## config.mk

```make
export PLATFORM = sky130hd
export DESIGN_NAME = switch_led_ctrl
export DESIGN_NICKNAME = d
export VERILOG_FILES = /design/src/rtl/switch_led_pkg.sv /design/src/rtl/sw_debounce.sv /design/src/rtl/switch_led_ctrl.sv
export SDC_FILE = /design/constraint.sdc
export NUM_CORES = 1
export LEC_CHECK = 0
export CAP_MARGIN = 20
export CORE_ASPECT_RATIO = 2
export CORE_UTILIZATION = 48
export CTS_BUF_LIST = sky130_fd_sc_hd__clkbuf_4 sky130_fd_sc_hd__clkbuf_8
export CTS_CLUSTER_SIZE = 10
export DETAILED_ROUTE_END_ITERATION = 10
export HOLD_SLACK_MARGIN = 0.15
export PLACE_DENSITY = 0.64
export SLEW_MARGIN = 20
export SYNTH_ARGS = -nofsm -noshare
export SYNTH_HDL_FRONTEND = slang
export SYNTH_HIERARCHICAL = 1
export SYNTH_SLANG_ARGS = --single-unit
```

## constraint.sdc

```tcl
create_clock -name clk -period 2.75 [get_ports clk]
set_input_delay 0.825 -clock clk [delete_from_list [all_inputs] [get_ports clk]]
set_output_delay 0.825 -clock clk [all_outputs]
set_load 0.005 [all_outputs]
```

## src/rtl/switch_led_pkg.sv

```systemverilog
// switch_led_pkg: mode encodings and counter width helper shared by the switch/LED slice
package switch_led_pkg;
  localparam logic [1:0] MODE_PASS   = 2'd0;
  localparam logic [1:0] MODE_TOGGLE = 2'd1;
  localparam logic [1:0] MODE_BLINK  = 2'd2;
  localparam logic [1:0] MODE_INVERT = 2'd3;
  function automatic int cnt_w(input int n);
    return (n > 1) ? $clog2(n) : 1;
  endfunction
endpackage

```

## src/rtl/sw_debounce.sv

```systemverilog
// sw_debounce: one switch channel - synchroniser, debounce counter, clean level and rise pulse
module sw_debounce
  import switch_led_pkg::*;
#(
  parameter int SYNC_STAGES = 2,
  parameter int DB_CYCLES   = 1000000
) (
  input  logic clk,
  input  logic rst_n,
  input  logic sw,
  output logic clean,
  output logic rise
);
  localparam int CW = cnt_w(DB_CYCLES);
  localparam logic [CW-1:0] LAST = CW'(DB_CYCLES - 1);
  logic [SYNC_STAGES-1:0] sy;
  logic [CW-1:0] cnt;
  logic s;
  assign s = sy[SYNC_STAGES-1];
  // any return of s to clean before the terminal count restarts the count
  always_ff @(posedge clk or negedge rst_n)
    if (!rst_n) begin
      sy    <= '0;
      cnt   <= '0;
      clean <= 1'b0;
      rise  <= 1'b0;
    end else begin
      sy   <= {sy[SYNC_STAGES-2:0], sw};
      rise <= 1'b0;
      if (s == clean) cnt <= '0;
      else if (cnt == LAST) begin
        clean <= s;
        rise  <= s;
        cnt   <= '0;
      end else cnt <= cnt + 1'b1;
    end
endmodule

```

## src/rtl/switch_led_ctrl.sv

```systemverilog
// switch_led_ctrl: debounced switches driving LEDs in pass, toggle, blink or invert mode
module switch_led_ctrl
  import switch_led_pkg::*;
#(
  parameter int WIDTH       = 16,
  parameter int SYNC_STAGES = 2,
  parameter int DB_CYCLES   = 1000000,
  parameter int BLINK_HALF  = 25000000
) (
  input  logic             clk,
  input  logic             rst_n,
  input  logic [WIDTH-1:0] sw,
  input  logic [1:0]       mode,
  output logic [WIDTH-1:0] led,
  output logic [WIDTH-1:0] sw_clean,
  output logic [WIDTH-1:0] sw_rise
);
  localparam int BW = cnt_w(BLINK_HALF);
  localparam logic [BW-1:0] BLAST = BW'(BLINK_HALF - 1);
  logic [BW-1:0] bcnt;
  logic phase;
  logic [WIDTH-1:0] tgl, led_nxt;
  for (genvar i = 0; i < WIDTH; i++) begin : g_ch
    sw_debounce #(.SYNC_STAGES(SYNC_STAGES), .DB_CYCLES(DB_CYCLES)) u_db (
      .clk  (clk),
      .rst_n(rst_n),
      .sw   (sw[i]),
      .clean(sw_clean[i]),
      .rise (sw_rise[i])
    );
  end
  always_comb
    led_nxt = (mode == MODE_PASS)   ? sw_clean :
              (mode == MODE_TOGGLE) ? tgl :
              (mode == MODE_BLINK)  ? (sw_clean & {WIDTH{phase}}) : ~sw_clean;
  // toggle state and blink timebase run in every mode so mode changes never lose them
  always_ff @(posedge clk or negedge rst_n)
    if (!rst_n) begin
      bcnt  <= '0;
      phase <= 1'b0;
      tgl   <= '0;
      led   <= '0;
    end else begin
      bcnt  <= (bcnt == BLAST) ? '0 : bcnt + 1'b1;
      phase <= (bcnt == BLAST) ? ~phase : phase;
      tgl   <= tgl ^ sw_rise;
      led   <= led_nxt;
    end
endmodule

```

After elaboration in Yosys (flattened, before gate mapping):

Index checks and enable logic that the tools add are counted.
Widths: inputs -> output; s select.

* add/sub/neg operators: 17
* equal/unequal tests: 35
* muxes and demuxes: 68
* bitwise gates (word level): 20
* reductions and logical operators: 17

Operator list (count)
* $mux 20: 32
* $add 20x1->20 const B: 16
* $eq 20x20->1 const B: 16
* $mux 16: 3
* $mux 1: 32
* $reduce_and 2->1: 16
* $add 25x1->25 const B: 1
* $eq 25x25->1 const B: 1
* $mux 25: 1
* $not 1->1: 17
* $and 16x16->16: 1
* $eq 1x1->1: 16
* $not 16->16: 1
* $xor 16x16->16: 1
* $eq 2x1->1 const B: 1
* $eq 2x2->1 const B: 1
* $logic_not 2->1: 1

* register bits: 442
* input port bits: 20
* output and inout port bits: 48
* word-level logic and storage cells: 225

Depth between registers and ports, before layout:

Gate-level depths: netlist of run 1.

* depth after elaboration: 4
* mapped depth: 6
* mapped depth without buffers: 5

By module:

Netlist of run 1, hierarchy kept.

Modules (own cells, without submodules)
* sw_debounce: times used 16, cells an instance 116, area an instance 1136.1 µm², sequential area each 600.6 µm²
* switch_led_ctrl: times used 1, cells an instance 234, area an instance 2563.7 µm², sequential area each 1451.4 µm²

Worst setup path before layout of run 1:

No wires, ideal clock.

* kind: register to register
* start point: reg g_ch[0].u_db.cnt[0]
* end point: reg g_ch[0].u_db.cnt[18]
* library setup time: 78 ps
* data arrival time: 1897 ps
* required time: 2672 ps
* slack: 775 ps
* stages on the path, launching flop included: 7
* path buffers: 1
* clock period less this slack: 1975 ps
* cells stage by stage: dfrtp_1 -> ha_1 -> nand2_1 -> or4_1 -> buf_2 -> or4_1 -> a21oi_1

* cells in the longest elaborated chain, start to end: 3
* elaborated cells on any way between the ends: 4
* those cells by class: 1 x add/sub; 1 x eq/ne; 2 x mux

RTL lines
* start, declared: RTL line sw_debounce.sv:17 `logic [CW-1:0] cnt;`
* start signal, assigned: RTL line sw_debounce.sv:35 `end else cnt <= cnt + 1'b1;`
* $add 20x1->20 or $eq 20x20->1 (tied branches): RTL line sw_debounce.sv:35, sw_debounce.sv:31
* $mux 20 *: RTL line sw_debounce.sv:31 `else if (cnt == LAST) begin`
* $mux 20 *: RTL line sw_debounce.sv:30 `if (s == clean) cnt <= '0;`

Mark *: on every way between the ends. The rest lies on a longest branch, timed or not.
A chain may end at the register's enable or synchronous reset.

Worst setup path after layout of run 1:

* start point: reg g_ch[2].u_db.clean
* end point: out sw_clean[2]

RTL lines
* start, declared: RTL line sw_debounce.sv:11 `output logic clean,`
* start signal, assigned: RTL line sw_debounce.sv:32 `clean <= s;`
* end, declared: RTL line switch_led_ctrl.sv:15 `output logic [WIDTH-1:0] sw_clean,`

No word-level cell between the ends.

==> out/summary.txt, run 1 <==
First-pass GRT wire length: 74600 µm
Worst path depth: 1
Port Buffer Count: 67
Slew Viols, Final: 0
Drt initial violations: 558
GP Congestion: 0.839
Die H: 296 µm
DR vias: 15400
Top Family by Delay on Critical Path: buffers and inverters
Crit path kind: flop to output port
Syn_nets: 2127
# clock sinks: 442
Area of the die: 44100 µm²
Flop2flop setup slack: 570 ps
Relative slew slack: 58.6%
Core box area: 42600 µm²
Layout Nets: 2203
Async S/R FF share, synth: 100%
R2R cell count: 5
Cts hold-fix bufs: 1
Sequential cell area fraction in the yosys report: 53.3%
Number of vias per cell: 5.57
Initial DRT Pass Iterations: 5
Fin util: 55.1%
CP Launch Type: flop
Number of unique standard cell types used by synthesis: 40
Post-Route Setup TNS: 0 ps
CP Launch Point: g_ch[2].u_db/clean$_DFFE_PN0P_
Post-cts repair resize count: 0
Final Hold Fails: 0
Fmax: 398 MHz
Clock tree buffer depth: 3
Count leader, synth: dfrtp_1
Overall Power: 12700 µW
Crit path max-delay cell type: clkdlybuf4s50_1
Total GRT Usage: 20.7%
GRT Residual Overflow: 0
Tmin final: 2510 ps
Ys flop type: dfrtp_1
Max incr delay on CP: 570 ps
HP Class: flop to flop
Fin cells: 2762
Cells after Synth: 2090
RSZ-0062 raised after global routing: no
Critical Path AT: 1690 ps
Worst-Skew Late Latency: 610 ps
Synth top area share: 53.3%
Peak VDD IR: 0.492 mV
Top Ports: 68
Least-Margin Pin Slew: 621 ps
Post-CTS Setup Repair Bufs: 0
Biggest area consumer among synthesized cells: dfrtp_1
# rows: 107
Routed length per instance: 15.6 µm
CTS buffer count: 67
CTS tree: yes
Top cells by area, synth: dfrtp_1 (53%), nor2_1 (4.5%), xnor2_1 (4.3%)
CTS root buf: clkbuf_8
# H-tree levels: 3
Largest net degree at the start of global routing: 112
Layout cells sized above 1: 12.3%
Mapped Area: 20700 µm²
Max Cap Viol: 0
Vias in the first global route: 16100
Clock skew: 25.2 ps
Mean Syn Cell Area: 9.92 µm²
CP Cell Sequence: clkdlybuf4s50_1
Post-synth top cells: dfrtp_1 (442), nor2_1 (247), a21oi_1 (154), nand3_1 (138), o21ai_0 (104)
Buffer and inverter count on the worst path: 1
Status: finished, final reports clean
LEAKAGE: 0.00963 µW
Initial antenna violation count: 1
RR Endpoint: g_ch[0].u_db/cnt[18]$_DFF_PN0_
Syn. warnings: 6
Final setup violation count: 0
Crit path max fanout: 6
WP data required: 1930 ps
Final period utilization: 91.4%
FF-to-FF Start: g_ch[0].u_db/cnt[0]$_DFF_PN0_
WL final: 43100 µm
Crit path to: sw_clean[2]
Synthesized flop and latch total: 442
Die W: 149 µm
Pwr Density: 543 nW/µm²
Clock transition at path regs: 60 ps
Area grow syn2layout: 13.0%
EDFF count, synth: 0
Post-route ant nets: 0
Hpwl dp: 30300 µm
Initial Utilization: 48.7%
Worst hold slack: 349 ps
Crit. End Element: output port
DRC Markers: 0
Dpl cells: 2641
[cells in the final DEF, fill, tap and decap left out, types with 3 or more instances in the layout]
cell type / n
a21o_1: 16
a21oi_1: 154
and2_1: 16
and3_1: 19
and3_2: 16
and3b_1: 16
and4_1: 3
buf_12: 6
buf_4: 26
clkbuf_4: 16
clkbuf_8: 86
clkdlybuf4s50_1: 65
clkinv_2: 16
dfrtp_1: 442
ha_1: 17
inv_1: 99
mux2_2: 16
nand2_1: 73
nand3_1: 138
nand3_2: 16
nand4_1: 54
nor2_1: 246
nor3_1: 34
nor4_1: 32
nor4bb_1: 16
o21ai_0: 88
o21ai_1: 16
o22ai_1: 16
o31ai_1: 51
or2_2: 17
or3_1: 38
or3_2: 49
or4_1: 84
xnor2_1: 102
xor2_1: 102
[sequential cells by signal, indices dropped and copies added, names as in the netlist]
register	count
g_ch.u_db/cnt	320
g_ch.u_db/sy	32
bcnt	25
g_ch.u_db/clean	16
g_ch.u_db/rise	16
led	16
tgl	16
phase	1
[logic make-up after synthesis]
logic type / synth area share (%)
AND/OR/NAND/NOR: 23.4
flip-flops: 53.3
AO/OA/AOI/OAI: 9.18
XOR/XNOR: 8.61
buffers and inverters: 3.59
adder cells (fa/ha/maj): 1.03
multiplexers: 0.869
[area by class of cell]
type,count,area (µm²)
fillers,3776,19100
flip-flops and latches,442,11100
multi-input cells,1456,8940
clock buffers,102,1300
repair buffers,100,996
well taps,545,682
inverters,99,372
clock inverters,17,87.6
diodes,1,2.50
[worst min path at each step]
stage,end,cells after the start,startpoint,slack [ps]
2_1_floorplan,g_ch[0].u_db/sy[1]$_DFF_PN0_,0,g_ch[0].u_db/sy[0]$_DFF_PN0_,330
3_3_place_gp,g_ch[1].u_db/sy[1]$_DFF_PN0_,0,g_ch[1].u_db/sy[0]$_DFF_PN0_,330
3_5_place_dp,g_ch[1].u_db/sy[1]$_DFF_PN0_,0,g_ch[1].u_db/sy[0]$_DFF_PN0_,330
4_1_cts,g_ch[1].u_db/sy[1]$_DFF_PN0_,0,g_ch[1].u_db/sy[0]$_DFF_PN0_,350
5_1_grt,g_ch[15].u_db/sy[1]$_DFF_PN0_,0,g_ch[15].u_db/sy[0]$_DFF_PN0_,360
6_report,g_ch[1].u_db/sy[1]$_DFF_PN0_,0,g_ch[1].u_db/sy[0]$_DFF_PN0_,350
[metrics by stage]
| step | instance area (µm²) | setup slack (ps) |
|---|---|---|
| global placement | 22000 | 618 |
| CTS | 23400 | 178 |
| floorplan | 20700 | 775 |
| finish | 23400 | 236 |
| global route | 23400 | 172 |
| detailed placement | 22000 | 568 |
[layer usage]
layer,global-route usage (%),vias to the layer above,wire length [µm]
met3,3.49,89,1380
met2,37.9,209,23100
met1,22.6,7571,16800
li1,-,7526,-
met5,0,-,0
met4,10.6,0,1720
[power breakdown]
| part | internal (µW) | switching [µW] | total [µW] |
|---|---|---|---|
| sequential | 6600 | 91.7 | 6690 |
| combinational | 172 | 314 | 486 |
| clock | 3030 | 2520 | 5560 |
No activity file was read; power rests on OpenSTA's default activity.
==> run 2: changes to the inputs <==
--- a/config.mk
+++ b/config.mk
@@ -12,6 +12,7 @@
 export CTS_CLUSTER_SIZE = 10
 export DETAILED_ROUTE_END_ITERATION = 10
 export HOLD_SLACK_MARGIN = 0.15
+export MAX_ROUTING_LAYER = met4
 export PLACE_DENSITY = 0.64
 export SLEW_MARGIN = 20
 export SYNTH_ARGS = -nofsm -noshare
==> run 2 against run 1 <==
Via count increased by 0.15%. Sequential power about the same. Critical path depth unchanged. Non-clock buffer count unchanged. Worst hold slack about the same. Combinational power about the same. Sequential cell count unchanged. Clock power about the same. Clock-buffer cell count unchanged. Global-route usage increased by 0.63 points. Critical endpoint unchanged.
==> out/summary.txt, run 2 (synthesis results as in run 1) <==
DRC Markers: 0 (unchanged)
Relative slew slack: 58.7% (+0.12 points)
Post-Route Setup TNS: 0 ps (unchanged)
Status: finished, final reports clean
Die H: 296 µm (unchanged)
Top Family by Delay on Critical Path: buffers and inverters
# fillers: 3776 (unchanged)
Cts hold-fix bufs: 1 (unchanged)
Max Cap Viol: 0 (unchanged)
Post-cts repair resize count: 0 (unchanged)
Post-CTS Setup Repair Bufs: 0 (unchanged)
DR vias: 15400 (+0.15%)
Pwr Density: 543 nW/µm² (about the same)
Core box area: 42600 µm² (unchanged)
Crit. End Element: output port
Layout Nets: 2203 (unchanged)
HP Class: flop to flop
Total GRT Usage: 21.3% (+0.63 points)
GRT Residual Overflow: 0 (unchanged)
Largest net degree at the start of global routing: 112 (unchanged)
Fmax: 398 MHz (about the same)
# clock sinks: 442 (unchanged)
Most common cell after layout, fill and taps aside: dfrtp_1
Crit path max fanout: 6 (unchanged)
Final setup violation count: 0 (unchanged)
Number of vias per cell: 5.58 (+0.15%)
Routed length per instance: 15.6 µm (about the same)
Max FFs per register: 320 (unchanged)
Biggest register: g_ch.u_db/cnt
Max incr delay on CP: 570 ps (about the same)
Buffer and inverter count on the worst path: 1 (unchanged)
Final period utilization: 91.4% (about the same)
Top Registers: g_ch.u_db/cnt: 320 flops, g_ch.u_db/sy: 32 flops, bcnt: 25 flops
Worst-Skew Late Latency: 610 ps (about the same)
# rows: 107 (unchanged)
CTS tree: yes
Hpwl dp: 30300 µm (unchanged)
CTS buffer count: 67 (unchanged)
Least-Margin Pin Slew: 619 ps (-1.87 ps)
Die W: 149 µm (unchanged)
# H-tree levels: 3 (unchanged)
Most frequent cells in the layout: dfrtp_1 (442), nor2_1 (246), a21oi_1 (154), nand3_1 (138)
GP Congestion: 0.852 (+1.5%)
Port Buffer Count: 67 (unchanged)
Post-route ant nets: 0 (unchanged)
Placed Area: 22000 µm² (unchanged)
First-pass GRT wire length: 74600 µm (about the same)
Initial Utilization: 48.7% (unchanged)
Slew Viols, Final: 0 (unchanged)
Design Area, Final: 23400 µm² (unchanged)
Peak VDD IR: 0.492 mV (about the same)
LEAKAGE: 0.00963 µW (unchanged)
Final Hold Fails: 0 (unchanged)
Critical Path AT: 1690 ps (about the same)
RSZ-0062 raised after global routing: no
Vias in the first global route: 16100 (-0.056%)
Drt initial violations: 565 (+1.3%)
Clock skew: 26.3 ps (+1.13 ps)
Area grow syn2layout: 13.0% (unchanged)
CP Launch Type: flop
Crit path kind: flop to output port
Clock tree buffer depth: 3 (unchanged)
Initial antenna violation count: 1 (unchanged)
WP data required: 1930 ps (about the same)
Fin util: 55.1% (unchanged)
CP Cell Sequence: clkdlybuf4s50_1
Layout cells sized above 1: 12.3% (unchanged)
Initial DRT Pass Iterations: 5 (unchanged)
Crit path max-delay cell type: clkdlybuf4s50_1
Clock transition at path regs: 60 ps (about the same)
CTS root buf: clkbuf_8
Tmin final: 2510 ps (+0.528 ps)
Area of the die: 44100 µm² (unchanged)
WL final: 43100 µm (about the same)
Top Ports: 68 (unchanged)
run 2: cell counts in the layout (fill, tap and decap cells not counted):
No cell type changed its count.
run 2: report_power, final:
| part | switching (µW) | internal, µW | leakage [µW] | total [µW] |
|---|---|---|---|---|
| registers | 91.6 | 6600 | 0.00603 | 6690 |
| logic | 314 | 172 | 0.00285 | 486 |
| clock network | 2530 | 3030 | 0.000755 | 5560 |
| total | 2930 | 9810 | 0.00963 | 12700 |
run 2: routing by layer:
metal | up-vias | wire, µm | global-route usage, %
li1 | 7530 | - | -
met1 | 7579 | 16800 | 22.7
met2 | 216 | 23200 | 38.0
met3 | 93 | 1420 | 3.46
met4 | 0 | 1690 | 10.6
met5 | - | 0 | -
run 2: path summary, 6_finish.rpt:
| kind | startpoint | end | slack [ps] | cells past startpoint |
|---|---|---|---|---|
| max | g_ch[2].u_db/clean$_DFFE_PN0P_ | sw_clean[2] | 240 | 1 |
| min | g_ch[1].u_db/sy[0]$_DFF_PN0_ | g_ch[1].u_db/sy[1]$_DFF_PN0_ | 350 | 0 |
| max reg2reg | g_ch[0].u_db/cnt[0]$_DFF_PN0_ | g_ch[0].u_db/cnt[18]$_DFF_PN0_ | 570 | 5 |
| min reg2reg | g_ch[1].u_db/sy[0]$_DFF_PN0_ | g_ch[1].u_db/sy[1]$_DFF_PN0_ | 350 | 0 |
| max in group asynchronous | rst_n | g_ch[7].u_db/cnt[10]$_DFF_PN0_ | 1230 | 4 |
| min in group asynchronous | rst_n | g_ch[2].u_db/cnt[8]$_DFF_PN0_ | 630 | 2 |
run 2: layout make-up:
cell class                 count  area, µm²  area share [%]
timing repair buffer         100        996            4.25
multi-input combinational   1456       8940            38.1
clock buffer                 102       1300            5.56
sequential                   442      11100            47.2
clock inverter                17       87.6           0.374
inverter                      99        372            1.59
antenna                        1       2.50          0.0107
tap                          545        682            2.91
run 2: per-stage QoR:
step | hold slack, ps | worst slack [ps] | power, µW | cells
floorplan | 331 | 775 | 7000 | 2090
global placement | 332 | 618 | 7290 | 2641
detailed placement | 335 | 568 | 7310 | 2641
CTS | 350 | 178 | 13000 | 2761
global route | 363 | 170 | 13400 | 2762
finish | 349 | 235 | 12700 | 2762
==> run 3: changes to the inputs <==
--- a/config.mk
+++ b/config.mk
@@ -5,15 +5,14 @@
 export SDC_FILE = /design/constraint.sdc
 export NUM_CORES = 1
 export LEC_CHECK = 0
-export CAP_MARGIN = 20
 export CORE_ASPECT_RATIO = 2
-export CORE_UTILIZATION = 48
+export CORE_UTILIZATION = 45
 export CTS_BUF_LIST = sky130_fd_sc_hd__clkbuf_4 sky130_fd_sc_hd__clkbuf_8
 export CTS_CLUSTER_SIZE = 10
 export DETAILED_ROUTE_END_ITERATION = 10
 export HOLD_SLACK_MARGIN = 0.15
 export MAX_ROUTING_LAYER = met4
-export PLACE_DENSITY = 0.64
+export PLACE_DENSITY = 0.61
 export SLEW_MARGIN = 20
 export SYNTH_ARGS = -nofsm -noshare
 export SYNTH_HDL_FRONTEND = slang
==> run 3 against run 2 <==
Clock skew rose by 9.7 ps. Combinational power fell by 1%. Cell count rose by 0.69%. Highest routed layer unchanged. Largest cell class unchanged. Largest power group unchanged. Routed wire length rose by 1.5%. Setup slack got worse by 41 ps. Cell area rose by 0.67%. Maximum frequency fell by 1.6%. Sequential cell count did not move.
==> out/summary.txt, run 3 (synthesis results as in run 1) <==
Status: finished, final reports clean
GR Util met1: 21.1% (-1.6 points)
Top Ports: 68 (unchanged)
Layout Nets: 2204 (+0.045%)
CP Launch Point: g_ch[11].u_db/clean$_DFFE_PN0P_
Drt initial violations: 621 (+9.9%)
Buffer and inverter count on the worst path: 1 (unchanged)
Worst path depth: 1 (unchanged)
Crit. End Element: output port
Post-Route Setup TNS: 0 ps (unchanged)
GRT Residual Overflow: 0 (unchanged)
Tmin final: 2560 ps (+40.8 ps)
Port Buffer Count: 67 (unchanged)
Largest net degree at the start of global routing: 71 (-37%)
FF-to-FF Start: g_ch[5].u_db/cnt[0]$_DFF_PN0_
Biggest register: g_ch.u_db/cnt
Final worst slack: 194 ps (-40.8 ps)
# fillers: 4010 (+6.2%)
Relative slew slack: 37.4% (-21 points)
Register area: 11100 µm² (unchanged)
Flop2flop setup slack: 550 ps (-20 ps)
Crit path to: sw_clean[11]
Number of vias per cell: 5.54 (-0.70%)
Layout cells sized above 1: 12.5% (+0.16 points)
Clock tree buffer depth: 3 (unchanged)
WP data required: 1930 ps (about the same)
Die H: 306 µm (+3.3%)
Max incr delay on CP: 570 ps (about the same)
Max Cap Viol: 0 (unchanged)
Net Sw Frac: 22.8% (-0.20 points)
GR peak layer: met2
Pwr Density: 565 nW/µm² (+4.0%)
Clock skew: 36.0 ps (+9.66 ps)
# rows: 110 (+2.8%)
Top Registers: g_ch.u_db/cnt: 320 flops, g_ch.u_db/sy: 32 flops, bcnt: 25 flops
Register share of total power: 50.2% (-2.3 points)
First-pass GRT wire length: 74500 µm (-0.12%)
Slew Viols, Final: 0 (unchanged)
Area of the die: 47000 µm² (+6.6%)
DR vias: 15400 (-0.013%)
Area of the multi-input gates: 8940 µm² (unchanged)
CTS root buf: clkbuf_8
CP Launch Type: flop
Top Family by Delay on Critical Path: buffers and inverters
Max FFs per register: 320 (unchanged)
CTS buffer count: 68 (+1.5%)
Initial DRT Pass Iterations: 5 (unchanged)
Routed length per instance: 15.7 µm (+0.77%)
LEAKAGE: 0.00969 µW (+0.63%)
RSZ-0062 raised after global routing: no
Crit path max-delay cell type: clkdlybuf4s50_1
Post-route ant nets: 0 (unchanged)
Setup WS pre-CTS: 280 ps (-288 ps)
Pint: 10300 µW (+5.0%)
DRC Markers: 0 (unchanged)
Crit path max fanout: 6 (unchanged)
Vias in the first global route: 15800 (-1.9%)
Least-Margin Pin Slew: 938 ps (+318 ps)
Worst-Skew Late Latency: 650 ps (+40 ps)
Area grow syn2layout: 13.8%
Grt met3 use: 4.11% (+0.65 points)
Die W: 154 µm (+3.2%)
Final setup violation count: 0 (unchanged)
Met2 Track Usage GR: 35.9% (-2.1 points)
Worst hold slack: 348 ps (-0.227 ps)
# H-tree levels: 3 (unchanged)
Peak VDD IR: 0.377 mV (-23%)
Clock transition at path regs: 60 ps (about the same)
Most common cell after layout, fill and taps aside: dfrtp_1
R2R cell count: 5 (unchanged)
CTS tree: yes
Hpwl dp: 30300 µm (about the same)
Combinational Power Share: 3.6% (-0.2 points)
Final period utilization: 92.9% (+1.5 points)
Initial Utilization: 45.8% (-2.9 points)
Initial antenna violation count: 1 (unchanged)
Most frequent cells in the layout: dfrtp_1 (442), nor2_1 (246), a21oi_1 (154), nand3_1 (138)
Final Hold Fails: 0 (unchanged)
Sw power: 3040 µW (+3.8%)
WL final: 43700 µm (+1.5%)
Critical Path AT: 1730 ps (+40 ps)
Clock Power Share: 46.2% (+2.6 points)
Fmax: 391 MHz (-1.6%)
Total GRT Usage: 19.9% (-1.4 points)
Core box area: 45300 µm² (+6.4%)
GP Congestion: 0.821 (-3.6%)
Post-cts repair resize count: 0 (unchanged)
Crit path kind: flop to output port
HP Class: flop to flop
CP Cell Sequence: clkdlybuf4s50_1
# clock sinks: 442 (unchanged)
RR Endpoint: g_ch[5].u_db/cnt[18]$_DFF_PN0_
## run 3: cell types whose count changed in the layout (fill, tap and decap cells not counted), sizes merged
cell and delta:
bufinv +5, clkbuf -2, clkinv -2, inv +2, clkinvlp +1
## run 3: power by group through the flow
stage                     registers [µW]  logic [µW]  clock network (µW)
after CTS                           6690         499                6400
after floorplan                     6790         204                   0
after global placement              6810         487                   0
after detailed placement            6810         496                   0
final                               6690         481                6160
after global routing                6700         555                6670
## run 3: worst reg2reg max path: cells and delay by family, from the launching register on
family,cells,cell delay [ps]
AOI/OAI and AO/OA,1,160
adders and majority gates,1,270
DFF,1,420
and+or+nand+nor,3,1280
## run 3: worst min path at each step
stage                                      start  cells after the start                      endpoint
finish              g_ch[8].u_db/sy[0]$_DFF_PN0_                      0  g_ch[8].u_db/sy[1]$_DFF_PN0_
global route        g_ch[8].u_db/sy[0]$_DFF_PN0_                      0  g_ch[8].u_db/sy[1]$_DFF_PN0_
CTS                 g_ch[8].u_db/sy[0]$_DFF_PN0_                      0  g_ch[8].u_db/sy[1]$_DFF_PN0_
detailed placement  g_ch[8].u_db/sy[0]$_DFF_PN0_                      0  g_ch[8].u_db/sy[1]$_DFF_PN0_
global placement    g_ch[9].u_db/sy[0]$_DFF_PN0_                      0  g_ch[9].u_db/sy[1]$_DFF_PN0_
floorplan           g_ch[0].u_db/sy[0]$_DFF_PN0_                      0  g_ch[0].u_db/sy[1]$_DFF_PN0_
## run 3: metrics by stage
step                total power, µW  cell area, µm²  utilization, %  std cells
floorplan                      7000           20700               -       2090
global placement               7290           22000            48.7       2656
detailed placement             7310           22000            48.7       2656
CTS                           13600           23600            52.1       2780
global route                  13900           23600            52.1       2781
finish                        13300           23600            52.1       2781
## run 3: metal layers
layer,routed length [µm],up-vias
met4,1320,0
met3,1700,98
met1,17100,7586
met5,0,-
met2,23600,203
li1,-,7529
## run 3: what timing repair did
action                    CTS  global route
hold endpoints to repair   43             0
buffers inserted            0             0
hold buffers                1             0
## run 3: cell type report
class / count / area share, %
tap: 560 / 2.97
sequential: 442 / 46.9
clock inverter: 23 / 1.07
multi-input combinational: 1456 / 37.9
antenna: 1 / 0.0106
timing repair buffer: 100 / 4.11
inverter: 99 / 1.57
clock buffer: 100 / 5.51
